[src/rtl/nes_pkg.sv]
// Shared NES definitions: OAM DMA state encoding and fixed addresses/sizes.
package nes_pkg;

    // OAM DMA controller states
    typedef enum logic [2:0] {
        DMA_IDLE,
        DMA_HALT,
        DMA_ALIGN,
        DMA_READ,
        DMA_WRITE
    } dma_state_t;

    // CPU register address that starts a sprite DMA
    localparam logic [15:0] OAM_DMA_ADDR = 16'h4014;

    // Number of bytes in PPU OAM
    localparam int OAM_SIZE = 256;

endpackage

[src/rtl/oam_dma_ctrl.sv]
// OAM DMA engine: on a CPU write to the DMA register, halts the CPU and copies
// one page of CPU memory into PPU OAM. Each byte takes a READ cycle followed by
// a WRITE cycle. An optional alignment cycle is inserted when the trigger lands
// on an odd cycle.
module oam_dma_ctrl
    import nes_pkg::*;
#(
    parameter logic [15:0] DMA_REG_ADDR = OAM_DMA_ADDR,
    parameter int          N_BYTES      = OAM_SIZE,     // power of 2, at most 256
    parameter bit          ODD_ALIGN    = 1'b1
) (
    input  logic        clk,
    input  logic        nres_in,
    input  logic [15:0] cpu_addr,
    input  logic [7:0]  cpu_data_out,
    input  logic        cpu_we,
    input  logic [7:0]  mem_rdata,
    output logic        oam_dma,
    output logic [15:0] mem_addr,
    output logic        mem_rd,
    output logic [7:0]  oam_addr,
    output logic [7:0]  oam_data_in,
    output logic        oam_we
);

    // Index of the final byte of a transfer; idx never wraps within a transfer
    localparam logic [7:0] LAST_IDX = 8'(N_BYTES - 1);

    dma_state_t state_reg, state_next;
    logic [7:0] page_reg, page_next;
    logic [7:0] idx_reg, idx_next;
    logic       align_reg, align_next;
    logic       parity_reg;

    logic trigger;

    // The trigger is only honoured while idle; retriggers during a transfer are dropped
    assign trigger = cpu_we && (cpu_addr == DMA_REG_ADDR);

    // Free-running cycle parity, used to decide whether an alignment cycle is needed
    always_ff @(posedge clk or negedge nres_in) begin
        if (!nres_in) begin
            parity_reg <= 1'b0;
        end else begin
            parity_reg <= ~parity_reg;
        end
    end

    // State, page, index and alignment-flag registers
    always_ff @(posedge clk or negedge nres_in) begin
        if (!nres_in) begin
            state_reg <= DMA_IDLE;
            page_reg  <= 8'h00;
            idx_reg   <= 8'h00;
            align_reg <= 1'b0;
        end else begin
            state_reg <= state_next;
            page_reg  <= page_next;
            idx_reg   <= idx_next;
            align_reg <= align_next;
        end
    end

    // Next-state logic: HALT gives the CPU one cycle to finish its write,
    // then optional ALIGN, then READ/WRITE pairs until the last index
    always_comb begin
        state_next = state_reg;
        page_next  = page_reg;
        idx_next   = idx_reg;
        align_next = align_reg;
        case (state_reg)
            DMA_IDLE: begin
                if (trigger) begin
                    page_next  = cpu_data_out;
                    idx_next   = 8'h00;
                    align_next = ODD_ALIGN && parity_reg;
                    state_next = DMA_HALT;
                end
            end
            DMA_HALT: begin
                state_next = align_reg ? DMA_ALIGN : DMA_READ;
            end
            DMA_ALIGN: begin
                state_next = DMA_READ;
            end
            DMA_READ: begin
                state_next = DMA_WRITE;
            end
            DMA_WRITE: begin
                if (idx_reg == LAST_IDX) begin
                    idx_next   = 8'h00;
                    state_next = DMA_IDLE;
                end else begin
                    idx_next   = idx_reg + 8'h01;
                    state_next = DMA_READ;
                end
            end
            default: begin
                state_next = DMA_IDLE;
                idx_next   = 8'h00;
            end
        endcase
    end

    // Moore outputs decoded from the state register; read data passes straight
    // through to OAM during WRITE since memory returns it one cycle after READ
    always_comb begin
        oam_dma     = (state_reg != DMA_IDLE);
        mem_rd      = 1'b0;
        mem_addr    = 16'h0000;
        oam_we      = 1'b0;
        oam_addr    = 8'h00;
        oam_data_in = 8'h00;
        case (state_reg)
            DMA_READ: begin
                mem_rd   = 1'b1;
                mem_addr = {page_reg, idx_reg};
            end
            DMA_WRITE: begin
                oam_we      = 1'b1;
                oam_addr    = idx_reg;
                oam_data_in = mem_rdata;
            end
            default: begin
            end
        endcase
    end

endmodule

[config.mk]
export PLATFORM = sky130hd
export DESIGN_NAME = oam_dma_ctrl
export DESIGN_NICKNAME = d
export VERILOG_FILES = /design/src/rtl/nes_pkg.sv /design/src/rtl/oam_dma_ctrl.sv
export SDC_FILE = /design/constraint.sdc
export NUM_CORES = 1
export LEC_CHECK = 0
export CAP_MARGIN = 0
export CORE_MARGIN = 5
export CORE_UTILIZATION = 39
export CTS_CLUSTER_SIZE = 40
export DETAILED_ROUTE_END_ITERATION = 16
export PLACE_DENSITY_LB_ADDON = 0.3
export SLEW_MARGIN = 20
export SYNTH_ARGS = -nofsm -noshare
export SYNTH_HDL_FRONTEND = slang
export SYNTH_SLANG_ARGS = --single-unit
[constraint.sdc]
create_clock -name clk -period 1.7 [get_ports clk]
set_input_delay 0.255 -clock clk [delete_from_list [all_inputs] [get_ports clk]]
set_output_delay 0.255 -clock clk [all_outputs]
set_load 0.05 [all_outputs]
==> results_dict.tcl, run 1 <==
set metrics [dict create \
    r2r-start "idx_reg[1]" \
    grt_util_all_layers_pct 21.5 \
    start_util_pct 41.6 \
    firstDrtPassIters 4 \
    dp_cells 238 \
    multiInputGateArea_sq_um 822 \
    num_vias 1409 \
    outcome "finished, violations left" \
    layout_worst_path_cycle_share_pct 116 \
    drive_gt1_share_pct 55.1 \
    slowest_delay_ns 0.45 \
    clk_pin_slew_ns 0.12 \
    fin_nets 253 \
    max_slew.worst_pin.slew_ns 0.360 \
    worstPathCellList "or3b_4 -> clkinvlp_4 -> buf_4 -> and2_4 -> buf_12" \
    clock_skew_ns 0.000876 \
    rr_endpoint "idx_reg[5]" \
    slowest_stage "or3b_4" \
    htreeDepth 1 \
    cp_max_fo 4 \
    synth_warnings 0 \
    pwr_density_cell_mw_per_mm2 841 \
    fin_area_sq_mm 0.00278 \
    fmax_mhz 508 \
    maxSlewViolCount 0 \
    hold_viol 0 \
    port-buffer-count 69 \
    grt_setup_unrepaired "true" \
    via_per_inst 5.42 \
    violations "setup timing" \
    drt_iter0_drc 70 \
    core_sq_mm 0.00310 \
    synth_fp_nets 156 \
    r2r_cells 5 \
    row_count 20 \
    antenna_found_initial 0 \
    grt_pass1_wl_um 7210 \
    dieArea_sq_mm 0.00456 \
    hp-class "in -> async" \
    syn_area_sq_mm 0.00129 \
    setup_ws_ns -0.268 \
    routabilityCongestion 0.819 \
    pre_cts_ws_ns -0.342 \
    n_antenna_cell 0 \
    end_kind "primary output" \
    worstSetupStartpointType "flop" \
    overflow 0 \
    cp.required_ns 1.44 \
    first_global_vias 1424 \
    finalCriticalPeriod_ns 1.97 \
    ys_seq_area_share_pct 40.7 \
    ff2ff_setup_slack_ns -0.08 \
    wirelength_um 5580 \
    clkLatencyLatePin_ns 0.32 \
    worst-path-buf-inv 3 \
    crit_type "reg -> out" \
    hpwl_um 3020 \
    syn_inst 120 \
    synth-edff-count 0 \
    ys_ff_latch 21 \
    yosysTopAreaCell "dfrtp_1" \
    async_flop_share_pct 100 \
    synth.distinct_cells 36 \
    finalSetupViolations 37 \
    netlist_top_cells_area "dfrtp_1, and2_1, mux2_4" \
    wire_per_inst_um 21.5 \
    ioPinCount 70 \
    cts_tree "done" \
    final_antenna_net_count 0 \
    final_common_cell "buf_12" \
    numClockSinks 21 \
    area_delta_synth_final_pct 115 \
    max-slew-margin-rel_pct 75.8 \
    layout_common_cells "buf_12, clkdlybuf4s50_1, and2_4" \
    grt_max_degree 22 \
    clockBufferDepth 2 \
    route.detailed.drc 0 \
    leakagePower_nw 1.32 \
    cap_violations 0 \
    synth.avg_cell_area_sq_um 10.7 \
    final_cells 260 \
    synth.top_cell.area_share_pct 40.7 \
    peakVddDrop_v 0.000700 \
    die_height_um 67.5 \
    regArea_sq_um 526 \
    synth_flop_cell "dfrtp_1" \
    place_area_sq_mm 0.00249 \
    die_w_um 67.5 \
    worstPathArrival_ns 1.71 \
    ctsRootBufferMaster "clkbuf_4" \
    cts_buffers 3 \
    crit_family "simple AND/OR/NAND/NOR gates" \
    cts_hold_buf 0 \
    final_util_pct 89.4 \
    fillers 126 \
]
-- cells by family (layout without fill, tap and decap cells) --
family | after synthesis | count (layout) | synth area share (%)
AO/OA/AOI/OAI | 15 | 15 | 11.3
XOR/XNOR | 2 | 2 | 1.36
adder cells (fa/ha/maj) | 1 | 1 | 0.970
buffers and inverters | 10 | 105 | 4.75
flip-flops | 21 | 21 | 40.7
multiplexers | 10 | 10 | 11.3
AND/OR/NAND/NOR | 61 | 62 | 29.6
-- report_power, final --
part / switching, mW / internal [mW] / total (mW)
Clock: 0.167 / 0.0883 / 0.255
Sequential: 0.0401 / 0.554 / 0.594
Combinational: 0.776 / 0.710 / 1.49
Total: 0.983 / 1.35 / 2.33
-- area by class of cell --
cell class | count | share of cell area [%]
repair buffers | 96 | 47.1
multi-input cells | 90 | 29.6
clock buffers | 3 | 0.812
clock inverters | 1 | 0.180
repair inverters | 2 | 0.496
well taps | 44 | 1.98
flip-flops and latches | 21 | 18.9
inverters | 3 | 0.857
-- per-layer routing --
| layer | GRT usage (%) | vias to the layer above | share of wire, % |
|---|---|---|---|
| met4 | 7.85 | 0 | 1.8 |
| li1 | - | 616 | - |
| met2 | 38.5 | 79 | 52 |
| met1 | 25.2 | 702 | 39 |
| met5 | 0 | - | 0 |
| met3 | 3.99 | 12 | 7.0 |
-- worst max path at each step --
stage | start | to | slack (ns) | depth (start not counted)
6_report | state_reg[1] | oam_addr[6] | -0.27 | 5
5_1_grt | state_reg[1] | oam_addr[6] | -0.31 | 5
4_1_cts | state_reg[2] | oam_addr[3] | -0.20 | 5
3_5_place_dp | cpu_addr[4] | idx_reg[4] | -0.34 | 6
3_3_place_gp | cpu_addr[10] | page_reg[5] | -0.26 | 6
2_1_floorplan | state_reg[2] | mem_addr[10] | -0.06 | 5
-- cells in the mapped netlist (all sizes together), types with 2 or more instances --
cell type,instances
nor2,3
dfrtp,21
and2,32
nand2,4
clkbuf,3
a22o,2
nor3,4
nand3,3
inv,3
buf,4
a41oi,2
a211o,5
mux2,10
a31oi,2
and3,6
and4,2
nor4,3
-- worst register-to-register path, delay by kind of cell, from the launching register on --
| kind | cells | cell delay [ns] |
|---|---|---|
| AOI/OAI and AO/OA | 2 | 0.45 |
| adders and majority gates | 1 | 0.27 |
| DFF | 1 | 0.40 |
| and+or+nand+nor | 2 | 0.57 |
-- through the flow --
step	setup TNS [ns]	hold WS, ns	total power [mW]
2_1_floorplan	-0.274	-0.0406	1.25
3_3_place_gp	-4.23	0.410	1.64
3_5_place_dp	-5.44	0.419	1.68
4_1_cts	-4.39	0.276	2.14
5_1_grt	-8.64	0.282	2.43
6_report	-6.63	0.273	2.33
-- what timing repair did --
action / in CTS / in global routing
resized for setup: 11 / 23
setup endpoints to repair: 37 / 49
pin swaps: 4 / 11
setup buffers: 9 / 5
gates cloned: 2 / 2
No activity file was read; power rests on OpenSTA's default activity.
==> inputs of run 2 (changes only) <==
--- a/config.mk
+++ b/config.mk
@@ -7,9 +7,10 @@
 export LEC_CHECK = 0
 export CAP_MARGIN = 0
 export CORE_MARGIN = 5
-export CORE_UTILIZATION = 39
+export CORE_UTILIZATION = 45
 export CTS_CLUSTER_SIZE = 40
 export DETAILED_ROUTE_END_ITERATION = 16
+export DONT_BUFFER_PORTS = 1
 export PLACE_DENSITY_LB_ADDON = 0.3
 export SLEW_MARGIN = 20
 export SYNTH_ARGS = -nofsm -noshare
==> run 2 against run 1 <==
  * The run still ends with setup timing left
  * Critical endpoint is now oam_addr[7]
  * Clock skew increased by 0.0028 ns
  * First-iteration DRC count decreased by 14%
  * Largest power group unchanged
  * Via count shrank 22%
  * Maximum frequency increased by 5.6%
  * Critical path depth fell by 1
  * Cell area shrank 34%
  * Clock-buffer cell count unchanged
  * Cell count shrank 29%
  * Flip-flop and latch count did not move
  * Non-clock buffer count fell by 64
  * Register-to-register slack gained 0.09 ns
  * Die area is 11% lower
==> results_dict.tcl, run 2 (synthesis results as in run 1) <==
set metrics [dict create \
    wire_per_inst_um 18.5 \
    fmax_mhz 537 \
    core_sq_mm 0.00276 \
    num_vias 1094 \
    min_from "cpu_data_out[2]" \
    grt_pass1_wl_um 5380 \
    routabilityCongestion 0.702 \
    max-slew-margin-rel_pct 67.4 \
    cp_max_fo 5 \
    hpwl_um 2320 \
    start_util_pct 46.8 \
    layout_common_cells "and2_4, dfrtp_1, buf_4" \
    cp.required_ns 1.44 \
    layout_worst_path_cycle_share_pct 110 \
    clkLatencyLatePin_ns 0.31 \
    hold_depth 1 \
    antenna_found_initial 0 \
    use_met1_pct 21.0 \
    maxSlewViolCount 0 \
    cap_violations 0 \
    top_usage_layer "met2" \
    max_slew.worst_pin.slew_ns 0.489 \
    final_util_pct 66.5 \
    htreeDepth 1 \
    peakVddDrop_v 0.000864 \
    crit_type "reg -> out" \
    fin_nets 191 \
    leakagePower_nw 0.901 \
    numClockSinks 21 \
    firstDrtPassIters 4 \
    r2r_cells 6 \
    hold_viol 0 \
    dp_cells 166 \
    n_antenna_cell 0 \
    wirelength_um 3430 \
    port-buffer-count 0 \
    finalSetupViolations 22 \
    via_per_inst 5.91 \
    setup_ws_ns -0.164 \
    drive_gt1_share_pct 61.7 \
    pwr_density_cell_mw_per_mm2 1100 \
    route.detailed.drc 0 \
    area_delta_synth_final_pct 42.1 \
    first_global_vias 1097 \
    row_count 19 \
    grt_util_all_layers_pct 16.4 \
    violations "setup timing" \
    slowest_delay_ns 0.48 \
    hp-class "in -> reg" \
    end_kind "primary output" \
    final_cells 185 \
    finalCriticalPeriod_ns 1.86 \
    met2_usage_pct 26.9 \
    final_antenna_net_count 0 \
    ff2ff_setup_slack_ns 0.01 \
    worstPathCellList "or3b_4 -> clkinv_4 -> and2_4 -> buf_12" \
    slowest_stage "or3b_4" \
    drt_iter0_drc 60 \
    clockBufferDepth 2 \
    dieArea_sq_mm 0.00404 \
    ctsRootBufferMaster "clkbuf_4" \
    worstPathArrival_ns 1.61 \
    r2r-start "state_reg[0]" \
    die_w_um 63.5 \
    die_height_um 63.5 \
    outcome "finished, violations left" \
    cp-startpoint "state_reg[1]" \
    worstSetupStartpointType "flop" \
    grt_max_degree 22 \
    grt_setup_unrepaired "true" \
    clock_skew_ns 0.00366 \
    overflow 0 \
    ioPinCount 70 \
    final_common_cell "and2_4" \
    cts_tree "done" \
    clk_pin_slew_ns 0.12 \
    cts_buffers 3 \
    grt_util_met3_pct 4.44 \
]
## run 2: changes by cell type in the layout (fill, tap and decap cells not counted), moves of 5 or more
cell and change:
and2_1 -7, buf_12 -27, buf_4 -5, clkdlybuf4s50_1 -28, dlymetal6s2s_1 -6, and2_4 +7
## run 2: routing by layer
metal | up-vias | part of all wire, %
met5 | - | 0
met4 | 0 | 1.2
met3 | 5 | 8.0
met2 | 56 | 49
met1 | 538 | 42
li1 | 495 | -
## run 2: area by class of cell
cell class	instances	area (sq um)
fill	225	925
multi-input combinational	91	822
sequential	21	526
timing repair buffer	32	375
tap	31	38.8
inverter	3	23.8
clock buffer	3	22.5
timing repair inverter	3	20.0
clock inverter	1	5.00
## run 2: worst paths after layout
check | endpoint
max | oam_addr[7]
min | page_reg[2]
max reg2reg | page_reg[3]
min reg2reg | parity_reg
max in group asynchronous | idx_reg[5]
min in group asynchronous | align_reg
## run 2: stage by stage
step	setup TNS [ns]	setup WS, ns	power (mW)	instance area (sq um)	hold slack, ns
after floorplan	-0.274	-0.0577	1.25	1370	-0.0406
after global placement	0	0.106	1.40	1620	-0.0398
after detailed placement	0	0.0729	1.44	1620	-0.0399
after CTS	-2.19	-0.143	1.87	1740	0.0744
after global routing	-3.51	-0.214	2.15	1830	0.0488
final	-2.26	-0.164	2.02	1830	0.0757
## run 2: worst max-delay path: cells and delay by family, from the launching register on
family	cells	cell delay [ns]
buffers and inverters	2	0.23
flip-flops	1	0.42
AND/OR/NAND/NOR	2	0.64
## run 2: repair_timing
| item | CTS | global route |
|---|---|---|
| resized for setup | 17 | 17 |
| cloned | 3 | 2 |
| hold endpoints to repair | 21 | 21 |
| pin swaps | 8 | 16 |
| hold buffers | 1 | 1 |
| setup buffers | 3 | 7 |
| endpoints found under the setup margin | 34 | 46 |
## run 2: power by group
| group | internal [mW] | switching, mW |
|---|---|---|
| clock | 0.0881 | 0.164 |
| combinational | 0.497 | 0.680 |
| sequential | 0.554 | 0.0380 |
==> inputs of run 3 (changes only) <==
--- a/config.mk
+++ b/config.mk
@@ -7,7 +7,7 @@
 export LEC_CHECK = 0
 export CAP_MARGIN = 0
 export CORE_MARGIN = 5
-export CORE_UTILIZATION = 45
+export CORE_UTILIZATION = 53
 export CTS_CLUSTER_SIZE = 40
 export DETAILED_ROUTE_END_ITERATION = 16
 export DONT_BUFFER_PORTS = 1
==> run 3 against run 2 <==
  * The run still ends with setup timing left
  * Critical path type unchanged
  * Cell area down 1.5%
  * Maximum frequency hardly changed
  * Largest cell class unchanged
  * Register-to-register slack worse by 0.09 ns
  * Via count fell by 1.5%
  * Global-route usage rose by 3.0 points
  * Flip-flop and latch count did not move
  * Worst setup slack improved by 0.00056 ns
  * Cell count shrank 2.7%
  * Clock-buffer cell count is the same
  * Sequential power about the same
  * Clock power decreased by 5%
  * Combinational power hardly changed
==> results_dict.tcl, run 3 (synthesis results as in run 1) <==
set metrics [dict create \
    outcome "finished, violations left" \
    violations "setup timing" \
    drive_gt1_share_pct 61.2 \
    max_slew.worst_pin.slew_ns 0.919 \
    wire_per_inst_um 18.6 \
    hold_viol 0 \
    hold_depth 1 \
    pre_cts_ws_ns 0.0341 \
    overflow 0 \
    die_height_um 59.3 \
    die_w_um 59.3 \
    area_delta_synth_final_pct 40.0 \
    pwr_density_cell_mw_per_mm2 1100 \
    layout_common_cells "and2_4, dfrtp_1, buf_4" \
    final_util_pct 79.3 \
    place_area_sq_mm 0.00161 \
    fin_nets 189 \
    cts_buffers 3 \
    firstDrtPassIters 4 \
    r2r-start "state_reg[1]" \
    port-buffer-count 0 \
    drt_iter0_drc 34 \
    via_per_inst 5.99 \
    cp.required_ns 1.44 \
    ff2ff_setup_slack_ns -0.08 \
    core_sq_mm 0.00228 \
    maxSlewViolCount 0 \
    grt_max_degree 22 \
    finalCriticalPeriod_ns 1.86 \
    leakagePower_nw 0.889 \
    final_antenna_net_count 0 \
    cp_max_fo 7 \
    grt_setup_unrepaired "true" \
    clockBufferDepth 2 \
    final_common_cell "and2_4" \
    final_cells 180 \
    dieArea_sq_mm 0.00352 \
    peakVddDrop_v 0.00117 \
    numClockSinks 21 \
    antenna_found_initial 0 \
    clk_pin_slew_ns 0.12 \
    crit_end "oam_addr[5]" \
    worstSetupStartpointType "flop" \
    fin_area_sq_mm 0.00181 \
    htreeDepth 1 \
    hp-class "in -> reg" \
    n_antenna_cell 0 \
    grt_pass1_wl_um 5220 \
    ctsRootBufferMaster "clkbuf_4" \
    clkLatencyLatePin_ns 0.30 \
    first_global_vias 1138 \
    slowest_delay_ns 0.44 \
    end_kind "primary output" \
    slowest_stage "or3b_4" \
    dp_cells 163 \
    cp-startpoint "state_reg[1]" \
    layout_worst_path_cycle_share_pct 110 \
    cts_tree "done" \
    row_count 17 \
    setup_ws_ns -0.163 \
    grt_util_all_layers_pct 19.4 \
    r2r_cells 6 \
    fmax_mhz 537 \
    rr_endpoint "idx_reg[5]" \
    finalSetupViolations 20 \
    max-slew-margin-rel_pct 38.5 \
    clock_skew_ns 0.0102 \
    num_vias 1078 \
    crit_type "reg -> out" \
    routabilityCongestion 0.813 \
    worstPathCellList "or3b_4 -> inv_4 -> buf_6 -> and2_4" \
    wirelength_um 3340 \
    route.detailed.drc 0 \
    hpwl_um 2340 \
    start_util_pct 56.7 \
    ioPinCount 70 \
    hold_slack_ns 0.0971 \
    worstPathArrival_ns 1.61 \
    cap_violations 0 \
]
==> run 3: cell count changes in the layout (fill, tap and decap cells not counted), moves of 2 or more <==
cell        previous run  this run
clkinvlp_4             2         0
and2_4                32        29
and2_2                 0         3
buf_4                 16        18
==> run 3: per-stage QoR <==
| stage | power (mW) | setup TNS, ns |
|---|---|---|
| global placement | 1.38 | 0 |
| finish | 1.98 | -2.46 |
| global route | 2.08 | -3.75 |
| CTS | 1.87 | -2.16 |
| floorplan | 1.25 | -0.274 |
| detailed placement | 1.42 | 0 |
==> run 3: worst max-delay path, delay by kind of cell (launching register included) <==
| family | cells | cell delay [ns] |
|---|---|---|
| buf+inv | 2 | 0.22 |
| flops | 1 | 0.42 |
| simple gates | 2 | 0.67 |
==> run 3: power by group <==
part,internal [mW],switching (mW),total [mW]
Sequential,0.554,0.0368,0.591
Combinational,0.470,0.682,1.15
Clock,0.0876,0.152,0.240
Total,1.11,0.872,1.98
==> run 3: worst min path at each step <==
stage / startpoint / end / slack [ns]
floorplan: nres_in / align_reg / -0.04
global placement: nres_in / state_reg[1] / -0.04
detailed placement: nres_in / state_reg[0] / -0.04
CTS: cpu_data_out[7] / page_reg[7] / 0.09
global route: cpu_data_out[7] / page_reg[7] / 0.07
finish: cpu_data_out[7] / page_reg[7] / 0.1
==> run 3: area by class of cell <==
| class | count | area, sq um |
|---|---|---|
| clock buffers | 3 | 22.5 |
| well taps | 28 | 35.0 |
| flip-flops and latches | 21 | 526 |
| inverters | 3 | 18.8 |
| clock inverters | 1 | 5.00 |
| repair buffers | 32 | 370 |
| multi-input cells | 91 | 823 |
| repair inverters | 1 | 5.00 |
| fillers | 138 | 470 |
==> run 3: routing by layer <==
layer / vias up / routed length (um) / track usage (%)
met4: 0 / 34 / 5.83
met3: 4 / 308 / 3.92
met5: - / 0 / 0
li1: 498 / - / -
met1: 512 / 1330 / 25.2
met2: 64 / 1670 / 32.4
==> run 3: what timing repair did <==
item | in CTS | in global routing
gates cloned | 3 | 0
hold buffers | 1 | 0
pin swaps | 8 | 3
endpoints found under the hold margin | 21 | 0
resized for setup | 12 | 14
endpoints found under the setup margin | 34 | 47
buffers inserted | 6 | 5
